<file path="src/rtl/uart_bus_ctrl_if.sv">
// Request, UART handshake and shared RAM1 data-bus signals of the UART access sequencer.
// slave is the sequencer; master is the pipeline/memory/UART side around it.
interface uart_bus_ctrl_if;
  logic        req_read;
  logic        req_write;
  logic [15:0] addr;
  logic [15:0] wdata;
  logic [15:0] rdata;
  logic        busy;
  logic        done;
  logic        err;
  logic [15:0] bus_din;
  logic [15:0] bus_dout;
  logic        bus_oe;
  logic        rdn;
  logic        wrn;
  logic        tbre;
  logic        tsre;
  logic        data_ready;

  modport slave (
    input  req_read, req_write, addr, wdata, bus_din, tbre, tsre, data_ready,
    output rdata, busy, done, err, bus_dout, bus_oe, rdn, wrn
  );

  modport master (
    output req_read, req_write, addr, wdata, bus_din, tbre, tsre, data_ready,
    input  rdata, busy, done, err, bus_dout, bus_oe, rdn, wrn
  );
endinterface

</file>
<file path="src/rtl/uart_bus_ctrl.sv">
// UART access sequencer: turns MEM-stage loads/stores at the UART addresses into rdn/wrn strobe
// sequences on the shared RAM1 bus. Define UART_RX_BLOCK_EN to make data reads wait for data_ready.
module uart_bus_ctrl #(
  parameter logic [15:0] DATA_ADDR       = 16'hBF00,
  parameter logic [15:0] STAT_ADDR       = 16'hBF01,
  parameter int unsigned WR_PULSE_CYCLES = 2,
  parameter int unsigned RD_PULSE_CYCLES = 2,
  parameter int unsigned TIMEOUT_CYCLES  = 1023
) (
  input  logic            clk,
  input  logic            rst,
  uart_bus_ctrl_if.slave  bus
);

  typedef enum logic [3:0] {
    S_IDLE,
    S_WR_LOW,
    S_WR_HOLD,
    S_WR_TBRE,
    S_WR_TSRE,
    S_RD_LOW,
    S_RD_REL,
    S_DONE
`ifdef UART_RX_BLOCK_EN
    , S_RX_WAIT
`endif
  } state_e;

  localparam logic [9:0] WR_LAST  = 10'(WR_PULSE_CYCLES - 1);
  localparam logic [9:0] RD_LAST  = 10'(RD_PULSE_CYCLES - 1);
  localparam logic [9:0] TMO_LAST = 10'(TIMEOUT_CYCLES - 1);

  state_e      state_q, state_d;
  logic [9:0]  cnt_q, cnt_d;
  logic [7:0]  byte_q, byte_d;
  logic [15:0] rdata_q, rdata_d;
  logic        err_q, err_d;
  logic        accept_multi;

  logic is_data, is_stat;
  logic wr_data_req, rd_data_req, rd_stat_req;
  logic tmo;
  logic unused_hi;

  // A simultaneous read and write resolves to the write.
  assign is_data     = (bus.addr == DATA_ADDR);
  assign is_stat     = (bus.addr == STAT_ADDR);
  assign wr_data_req = bus.req_write & is_data;
  assign rd_data_req = bus.req_read & ~bus.req_write & is_data;
  assign rd_stat_req = bus.req_read & ~bus.req_write & is_stat;
  assign tmo         = (cnt_q == TMO_LAST);
  assign unused_hi   = ^{bus.wdata[15:8], bus.bus_din[15:8]};

  always_comb begin
    state_d      = state_q;
    byte_d       = byte_q;
    rdata_d      = rdata_q;
    err_d        = 1'b0;
    accept_multi = 1'b0;
    cnt_d        = 10'd0;

    case (state_q)
      S_IDLE: begin
        if (wr_data_req) begin
          accept_multi = 1'b1;
          byte_d       = bus.wdata[7:0];
          state_d      = S_WR_LOW;
        end else if (rd_data_req) begin
`ifdef UART_RX_BLOCK_EN
          accept_multi = 1'b1;
          state_d      = bus.data_ready ? S_RD_LOW : S_RX_WAIT;
`else
          if (bus.data_ready) begin
            accept_multi = 1'b1;
            state_d      = S_RD_LOW;
          end else begin
            rdata_d = 16'h0000;
            state_d = S_DONE;
          end
`endif
        end else if (rd_stat_req) begin
          rdata_d = {14'b0, bus.data_ready, bus.tbre & bus.tsre};
          state_d = S_DONE;
        end
      end
      S_WR_LOW: begin
        if (cnt_q == WR_LAST) state_d = S_WR_HOLD;
      end
      S_WR_HOLD: state_d = S_WR_TBRE;
      S_WR_TBRE: begin
        if (bus.tbre && bus.tsre) begin
          state_d = S_DONE;
        end else if (bus.tbre) begin
          state_d = S_WR_TSRE;
        end else if (tmo) begin
          err_d   = 1'b1;
          state_d = S_DONE;
        end
      end
      S_WR_TSRE: begin
        if (bus.tsre) begin
          state_d = S_DONE;
        end else if (tmo) begin
          err_d   = 1'b1;
          state_d = S_DONE;
        end
      end
`ifdef UART_RX_BLOCK_EN
      S_RX_WAIT: begin
        if (bus.data_ready) begin
          state_d = S_RD_LOW;
        end else if (tmo) begin
          err_d   = 1'b1;
          state_d = S_DONE;
        end
      end
`endif
      S_RD_LOW: begin
        if (cnt_q == RD_LAST) begin
          byte_d  = bus.bus_din[7:0];
          state_d = S_RD_REL;
        end
      end
      S_RD_REL: begin
        rdata_d = {8'h00, byte_q};
        state_d = S_DONE;
      end
      S_DONE:  state_d = S_IDLE;
      default: state_d = S_IDLE;
    endcase

    // One counter serves both pulse widths and wait timeouts; it restarts on every state change.
    if (state_d == state_q && state_q != S_IDLE && state_q != S_DONE) begin
      cnt_d = cnt_q + 10'd1;
    end
  end

  always_ff @(posedge clk) begin
    if (rst) begin
      state_q <= S_IDLE;
      cnt_q   <= 10'd0;
      rdata_q <= 16'h0000;
      err_q   <= 1'b0;
    end else begin
      state_q <= state_d;
      cnt_q   <= cnt_d;
      rdata_q <= rdata_d;
      err_q   <= err_d;
    end
  end

  // Byte buffer only feeds gated outputs, so it carries no reset.
  always_ff @(posedge clk) begin
    byte_q <= byte_d;
  end

  always_comb begin
    bus.rdn      = (state_q != S_RD_LOW);
    bus.wrn      = (state_q != S_WR_LOW);
    bus.bus_oe   = (state_q == S_WR_LOW) || (state_q == S_WR_HOLD);
    bus.bus_dout = bus.bus_oe ? {8'h00, byte_q} : 16'h0000;
    bus.busy     = (state_q != S_IDLE && state_q != S_DONE) || accept_multi;
    bus.done     = (state_q == S_DONE);
    bus.err      = err_q;
    bus.rdata    = rdata_q;
  end

endmodule

</file>
<file path="src/flat_wrapper.sv">
// flat-port wrapper written by rule: the top's interface ports become plain ports
module uart_bus_ctrl_flat 
#(
  parameter logic [15:0] DATA_ADDR       = 16'hBF00,
  parameter logic [15:0] STAT_ADDR       = 16'hBF01,
  parameter int unsigned WR_PULSE_CYCLES = 2,
  parameter int unsigned RD_PULSE_CYCLES = 2,
  parameter int unsigned TIMEOUT_CYCLES  = 1023
)
  (clk, rst, bus_req_read, bus_req_write, bus_addr, bus_wdata, bus_bus_din, bus_tbre, bus_tsre, bus_data_ready, bus_rdata, bus_busy, bus_done, bus_err, bus_bus_dout, bus_bus_oe, bus_rdn, bus_wrn);
  uart_bus_ctrl_if bus_i ();
  input  logic clk;
  input  logic rst;
  input wire logic [$bits(bus_i.req_read)-1:0] bus_req_read;
  input wire logic [$bits(bus_i.req_write)-1:0] bus_req_write;
  input wire logic [$bits(bus_i.addr)-1:0] bus_addr;
  input wire logic [$bits(bus_i.wdata)-1:0] bus_wdata;
  input wire logic [$bits(bus_i.bus_din)-1:0] bus_bus_din;
  input wire logic [$bits(bus_i.tbre)-1:0] bus_tbre;
  input wire logic [$bits(bus_i.tsre)-1:0] bus_tsre;
  input wire logic [$bits(bus_i.data_ready)-1:0] bus_data_ready;
  output wire logic [$bits(bus_i.rdata)-1:0] bus_rdata;
  output wire logic [$bits(bus_i.busy)-1:0] bus_busy;
  output wire logic [$bits(bus_i.done)-1:0] bus_done;
  output wire logic [$bits(bus_i.err)-1:0] bus_err;
  output wire logic [$bits(bus_i.bus_dout)-1:0] bus_bus_dout;
  output wire logic [$bits(bus_i.bus_oe)-1:0] bus_bus_oe;
  output wire logic [$bits(bus_i.rdn)-1:0] bus_rdn;
  output wire logic [$bits(bus_i.wrn)-1:0] bus_wrn;
  assign bus_i.req_read = bus_req_read;
  assign bus_i.req_write = bus_req_write;
  assign bus_i.addr = bus_addr;
  assign bus_i.wdata = bus_wdata;
  assign bus_i.bus_din = bus_bus_din;
  assign bus_i.tbre = bus_tbre;
  assign bus_i.tsre = bus_tsre;
  assign bus_i.data_ready = bus_data_ready;
  assign bus_rdata = bus_i.rdata;
  assign bus_busy = bus_i.busy;
  assign bus_done = bus_i.done;
  assign bus_err = bus_i.err;
  assign bus_bus_dout = bus_i.bus_dout;
  assign bus_bus_oe = bus_i.bus_oe;
  assign bus_rdn = bus_i.rdn;
  assign bus_wrn = bus_i.wrn;
  uart_bus_ctrl #(.DATA_ADDR(DATA_ADDR), .STAT_ADDR(STAT_ADDR), .WR_PULSE_CYCLES(WR_PULSE_CYCLES), .RD_PULSE_CYCLES(RD_PULSE_CYCLES), .TIMEOUT_CYCLES(TIMEOUT_CYCLES)) u_core (.clk(clk), .rst(rst), .bus(bus_i));
endmodule
</file>
<file path="config.mk">
export PLATFORM = sky130hd
export DESIGN_NAME = uart_bus_ctrl_flat
export DESIGN_NICKNAME = d
export VERILOG_FILES = /design/src/rtl/uart_bus_ctrl_if.sv /design/src/rtl/uart_bus_ctrl.sv /design/src/flat_wrapper.sv
export SDC_FILE = /design/constraint.sdc
export NUM_CORES = 1
export LEC_CHECK = 0
export ABC_AREA = 1
export ABC_CLOCK_PERIOD_IN_PS = 2000
export BUFFER_PORTS_ARGS = -buffer_cell sky130_fd_sc_hd__buf_2
export CORE_MARGIN = 2
export CORE_UTILIZATION = 42
export CTS_BUF_LIST = sky130_fd_sc_hd__clkbuf_4 sky130_fd_sc_hd__clkbuf_8 sky130_fd_sc_hd__clkbuf_16
export DETAILED_ROUTE_END_ITERATION = 6
export PLACE_DENSITY = 0.88
export SLEW_MARGIN = 20
export SYNTH_ARGS = -nofsm -noshare
export SYNTH_HDL_FRONTEND = slang
export SYNTH_SLANG_ARGS = --single-unit
</file>
<file path="constraint.sdc">
create_clock -name clk -period 2 [get_ports clk]
set_clock_uncertainty 0.2 [all_clocks]
set_input_delay 0.1 -clock clk [delete_from_list [all_inputs] [get_ports clk]]
set_output_delay 0.1 -clock clk [all_outputs]
set_load 0.02 [all_outputs]
</file>
==> impl_metrics.ini, run 1 <==
[timing]
finalHoldViolCount = 0
fin_crit_sh_pct = 97.8
rsz0062_at_grt = yes
final.setup.worst_slack_ns = 0.0445
finalSetupViolations = 0
slew_violations = 0
max_freq_ghz = 0.511
period_needed_ns = 1.96

[run_status]
outcome = finished clean

[grt]
grt_pass1_vias = 1886
grt_overflow = 0
grt_pass1_wl_mm = 8.25
grt_max_degree = 13
grt_util_all_layers_pct = 20.9
antenna_found_initial = 0

[logic_synthesis]
synth_top_area_cell = dfxtp_1
ys_seq_area_share_pct = 36.6
yosys.area.top_type_share_pct = 24.1
ys_types = 33
synth_area_per_cell_um2 = 7.17
ys_seq_elements = 31
syn_area_mm2 = 0.00191
synthArstFlopShare_pct = 0
yosys_warnings = 0
synth_area_leaders = dfxtp_1, edfxtp_1, nand2_1, nor2_1, inv_1
synthCells = 267
synth_edf_count = 8
ys.flop_type = dfxtp_1

[drt]
vias_per_cell = 4.90
drt_iter0_markers = 89
drt-total-wl_mm = 5.49
firstDrtPassIters = 4
drc_errors = 0
wire_per_inst_um = 13.2
vias = 2043
detail-route-antenna-nets = 0

[layout]
final_nets = 422
area_growth_pct = 43.0
drive_above_1_share_pct = 34.5
antenna_cells = 0
utilization_pct = 62.4

[setup_path]
worst_r2r_startpoint = u_core.cnt_q[0]
worst_setup_path_start_kind = register
crit_type = register to register
cp-end-kind = register
critPathCapture = u_core.cnt_q[0]
r2r_slack_ns = 0.04
r2r_cells = 12
cp_data_arrival_time_ns = 1.98
crit_fanout = 5
required_ns = 2.02
r2r-end = u_core.cnt_q[0]
cp-startpoint = u_core.cnt_q[0]

[floorplan]
die_w_um = 71.5
die_y_um = 71.5
start_util_pct = 43.6
core_mm2 = 0.00438
dieArea_mm2 = 0.00511
rows = 24
io_pins = 93

[clock_network]
cts_buffers = 5
clkSinkCount = 31
cts_tree = yes
clkLatencyLatePin_ns = 0.29
cts-root-buf = clkbuf_8
clk_pin_slew_ns = 0.07
cts.htree.levels = 2
clk_path_buf_depth = 2

[run]
drv_cap = 0

[power]
p_leak_nw = 1.32
ir_worst_vdd_uv = 463
power.density_mw_per_mm2 = 480

[placed_design]
portBuffers = 60
gp_congestion = 0.886
post-place-ws_ns = -0.0604
dp_hpwl_mm = 3.29

[hold_path]
whs_path_depth = 6
worstHoldPathType = input port to register
==> worst min path at each step <==
stage	from	end	slack, ns
floorplan	rst	u_core.bus.rdata[0]	-0.02
global placement	bus_bus_din[5]	u_core.byte_q[5]	0.21
detailed placement	bus_wdata[7]	u_core.byte_q[7]	0.21
CTS	bus_addr[1]	u_core.state_q[2]	0.05
global route	bus_addr[1]	u_core.state_q[2]	0.10
finish	bus_addr[1]	u_core.state_q[2]	0.06
==> state kept, by name, summed over array words and instances, names as in the netlist <==
| register | count |
|---|---|
| u_core.state_q | 4 |
| u_core.bus.rdata | 8 |
| u_core.byte_q | 8 |
| u_core.cnt_q | 10 |
| u_core.bus.err | 1 |
==> synth_stat cells (2+ instances only) <==
library cell   n
a21oi_1       15
buf_2          2
buf_4         16
dfxtp_1       23
edfxtp_1       8
ha_1           3
inv_1         36
inv_2          3
mux2_2         8
nand2_1       56
nand2_2        2
nand3_1       16
nand4_1        5
nor2_1        44
nor2_2         3
nor3b_1        2
o21ai_0        3
xnor2_1        4
xor2_1         4
==> placed cells by master, fill, tap and decap left out, types with 3 or more instances in the layout <==
master,synthesis,layout
xnor2_1,4,4
xor2_1,4,4
nor2_4,1,3
dlygate4sd3_1,0,19
nand4_1,5,5
inv_2,3,5
mux2_2,8,8
nand2_2,2,6
nand3_1,16,13
inv_1,36,34
nor2_1,44,40
nor2_2,3,5
nand3_2,1,4
a21oi_1,15,12
clkbuf_8,0,5
conb_1,1,17
buf_4,16,13
edfxtp_1,8,8
buf_2,2,59
nand2_1,56,52
dfxtp_1,23,19
o21ai_0,3,3
==> logic make-up (layout without fill, tap and decap cells) <==
kind of cell               Yosys count  in the layout  synth area share (%)
xor gates and xnor gates             8              8                  3.66
AOI/OAI and AO/OA                   23             23                  6.74
other                                1             17                 0.196
and+or+nand+nor                    134            135                  31.3
muxes                                8              8                  4.71
buffers and inverters               59            140                  14.8
adders and majority gates            3              3                  1.96
DFF                                 31             31                  36.6
==> per-stage QoR <==
stage | std cells | setup TNS, ns | cell area, um^2 | hold WS [ns] | total power, mW
2_1_floorplan | 283 | 0 | 1980 | -0.0215 | 0.752
3_3_place_gp | 381 | 0 | 2260 | 0.206 | 0.774
3_5_place_dp | 381 | -0.511 | 2260 | 0.206 | 0.777
4_1_cts | 411 | 0 | 2610 | 0.0503 | 1.30
5_1_grt | 417 | -0.547 | 2740 | 0.103 | 1.36
6_report | 417 | 0 | 2740 | 0.0578 | 1.31
==> critical path, cell delays in order (launching register included) <==
cell and delay [ns]:
dfxtp_2 0.35, inv_2 0.05, ha_4 0.16, nand3_2 0.07, nor2_1 0.04, nand2_1 0.10
nand3b_1 0.11, buf_4 0.16, a21oi_4 0.15, nand2_1 0.08, nand2_2 0.13, nand4_4 0.16
nor2_1 0.13
==> cell type report <==
cell class / count / area, um^2
clock buffers: 6 / 76.3
multi-input cells: 194 / 1120
clock inverters: 2 / 12.5
flip-flops and latches: 31 / 711
fillers: 339 / 1650
repair buffers: 92 / 603
inverters: 40 / 150
well taps: 52 / 65.1
==> routing by layer <==
metal	vias to the layer above	global-route usage, %	routed length, um	part of all wire [%]
met3	21	4.36	337	6.1
met4	0	10.3	200	3.6
met5	-	0	0	0
met1	919	23.6	2110	38
li1	1013	-	-	-
met2	90	37.3	2840	52
==> timing repair <==
action / in CTS / in global routing
endpoints found under the hold margin: 20 / 0
setup endpoints to repair: 18 / 27
pin swaps: 6 / 16
setup buffers: 2 / 6
cloned: 1 / 0
resized for setup: 10 / 23
hold buffers: 19 / 0
==> power by group <==
part	internal, mW	switching [mW]	total [mW]
sequential	0.642	0.00212	0.644
combinational	0.0814	0.0875	0.169
clock	0.256	0.243	0.500
total	0.980	0.333	1.31
(Power assumes the default switching activity.)
==> inputs of run 2 (changes only) <==
--- a/config.mk
+++ b/config.mk
@@ -9,9 +9,12 @@
 export ABC_CLOCK_PERIOD_IN_PS = 2000
 export BUFFER_PORTS_ARGS = -buffer_cell sky130_fd_sc_hd__buf_2
+export CAP_MARGIN = 20
+export CELL_PAD_IN_SITES_DETAIL_PLACEMENT = 0
+export CELL_PAD_IN_SITES_GLOBAL_PLACEMENT = 1
 export CORE_MARGIN = 2
-export CORE_UTILIZATION = 42
+export CORE_UTILIZATION = 28
 export CTS_BUF_LIST = sky130_fd_sc_hd__clkbuf_4 sky130_fd_sc_hd__clkbuf_8 sky130_fd_sc_hd__clkbuf_16
 export DETAILED_ROUTE_END_ITERATION = 6
-export PLACE_DENSITY = 0.88
+export PLACE_DENSITY = 0.87
 export SLEW_MARGIN = 20
 export SYNTH_ARGS = -nofsm -noshare
==> constraint.sdc (replaced) <==
create_clock -name clk -period 2 [get_ports clk]
set_clock_uncertainty 0.2 [all_clocks]
set_input_delay 0.4 -clock clk [delete_from_list [all_inputs] [get_ports clk]]
set_output_delay 0.4 -clock clk [all_outputs]
set_load 0.02 [all_outputs]
==> impl_metrics.ini, run 2 (synthesis results as in run 1) <==
[layout]
largest-register = u_core.cnt_q
layout_common_cells = nand2_1, buf_2, buf_4
antenna_cells = 0
largest_reg_flops = 10
final_nets = 423
area_growth_pct = 50.6
utilization_pct = 42.9
drive_above_1_share_pct = 44.8
final_common_cell = nand2_1
final_area_mm2 = 0.00288

[drt]
wire_per_inst_um = 11.3
vias = 1984
topRoutingLayerUsed = met4
drc_errors = 0
drt-total-wl_mm = 5.03
firstDrtPassIters = 4
drt_iter0_markers = 64
detail-route-antenna-nets = 0
vias_per_cell = 4.45
wl_met1_mm = 2.36
met2RoutedLength_mm = 2.32
wl_met3_um = 288

[timing]
period_needed_ns = 2.08
finalHoldViolCount = 0
finalSetupViolations = 9
rsz0062_at_grt = yes
fin_crit_sh_pct = 104
max_freq_ghz = 0.481
final.setup.worst_slack_ns = -0.0788
slew_violations = 0

[setup_path]
worst_r2r_startpoint = u_core.cnt_q[0]
r2r-end = u_core.cnt_q[1]
r2r_slack_ns = 0.04
cp-end-kind = output pin
crit_type = register to output pin
crit_fanout = 8
required_ns = 1.40
cp_data_arrival_time_ns = 1.48
r2r_cells = 12
worst_setup_path_start_kind = register

[run]
drv_cap = 0

[clock_network]
clkLatencyLatePin_ns = 0.28
cts.htree.levels = 2
cts-root-buf = clkbuf_8
cts_tree = yes
clk_path_buf_depth = 2
cts_buffers = 5
clkSinkCount = 31
clk_pin_slew_ns = 0.07

[grt]
grt_max_degree = 13
grt_pass1_vias = 1792
grt_overflow = 0
grt_util_all_layers_pct = 13.2
antenna_found_initial = 0
grt_pass1_wl_mm = 7.80

[placed_design]
gp_congestion = 0.812
post_dp_cell_area_mm2 = 0.00237
post-place-ws_ns = -0.0575
dp_hpwl_mm = 3.48
portBuffers = 60

[floorplan]
rows = 30
dieArea_mm2 = 0.00751
die_w_um = 86.7
die_y_um = 86.7
io_pins = 93
start_util_pct = 28.5
core_mm2 = 0.00672

[power]
p_leak_nw = 1.34
power.density_mw_per_mm2 = 453
ir_worst_vdd_uv = 429

[run_status]
failed_checks = negative setup slack
outcome = complete, but fails checks

[hold_path]
min_to = u_core.byte_q[1]
whs_path_depth = 2
min-delay-start = bus_bus_din[1]
worstHoldPathType = input port to register
## run 2: cell types whose count changed in the layout (fill, tap and decap cells not counted), moves of 3 or more
cell           delta
buf_4            +20
dlygate4sd3_1    -19
nor2_1           -11
buf_6            +10
buf_2             -9
nor2_2            +8
nor2_4            +3
## run 2: worst max-delay path, stage by stage, from the launching register on
cell      delay, ns
dfxtp_4        0.36
inv_2          0.07
nor2_4         0.11
inv_2          0.06
a21oi_4        0.17
clkinv_4       0.15
nor2_2         0.13
buf_4          0.15
## run 2: worst max-delay path by stage
stage / start / to / slack (ns) / cells after the start
3_3_place_gp: bus_addr[7] / bus_busy / -0.02 / 9
4_1_cts: u_core.state_q[2] / bus_busy / -0.03 / 6
3_5_place_dp: bus_addr[3] / u_core.cnt_q[8] / -0.06 / 12
6_report: u_core.state_q[1] / bus_bus_dout[4] / -0.08 / 7
5_1_grt: u_core.state_q[1] / bus_bus_dout[4] / -0.14 / 7
2_1_floorplan: u_core.state_q[1] / bus_bus_dout[0] / -0.04 / 6
## run 2: cell type report
type	count	area, um^2
Clock inverter	1	5.00
Tap cell	80	100
Clock buffer	7	90.1
Fill cell	658	3840
Sequential cell	31	716
Inverter	40	155
Multi-Input combinational cell	194	1200
Timing Repair Buffer	93	611
## run 2: power by group
part	switching (mW)	internal [mW]	total, mW
Clock	0.229	0.291	0.520
Combinational	0.0819	0.0593	0.141
Sequential	0.00211	0.641	0.643
Total	0.313	0.991	1.30
## run 2: per-stage QoR
stage / cells / power [mW] / TNS (ns) / hold WS (ns)
2_1_floorplan: 283 / 0.752 / -0.282 / 0.256
3_3_place_gp: 420 / 0.781 / -0.129 / 0.249
3_5_place_dp: 420 / 0.782 / -0.547 / 0.252
4_1_cts: 438 / 1.31 / -0.0317 / 0.210
5_1_grt: 446 / 1.37 / -1.35 / 0.198
6_report: 446 / 1.30 / -0.452 / 0.215
## run 2: timing repair
item / in CTS / in global routing
hold buffers: 0 / 0
buffers inserted: 9 / 9
resized for setup: 32 / 49
endpoints found under the setup margin: 21 / 30
pin swaps: 13 / 22
endpoints found under the hold margin: 0 / 0
gates cloned: 1 / 0
## run 2: per-layer routing
layer	GRT usage, %	vias to the layer above
li1	-	1012
met1	17.2	894
met2	21.4	71
met3	3.81	7
met4	3.84	0
met5	0	-
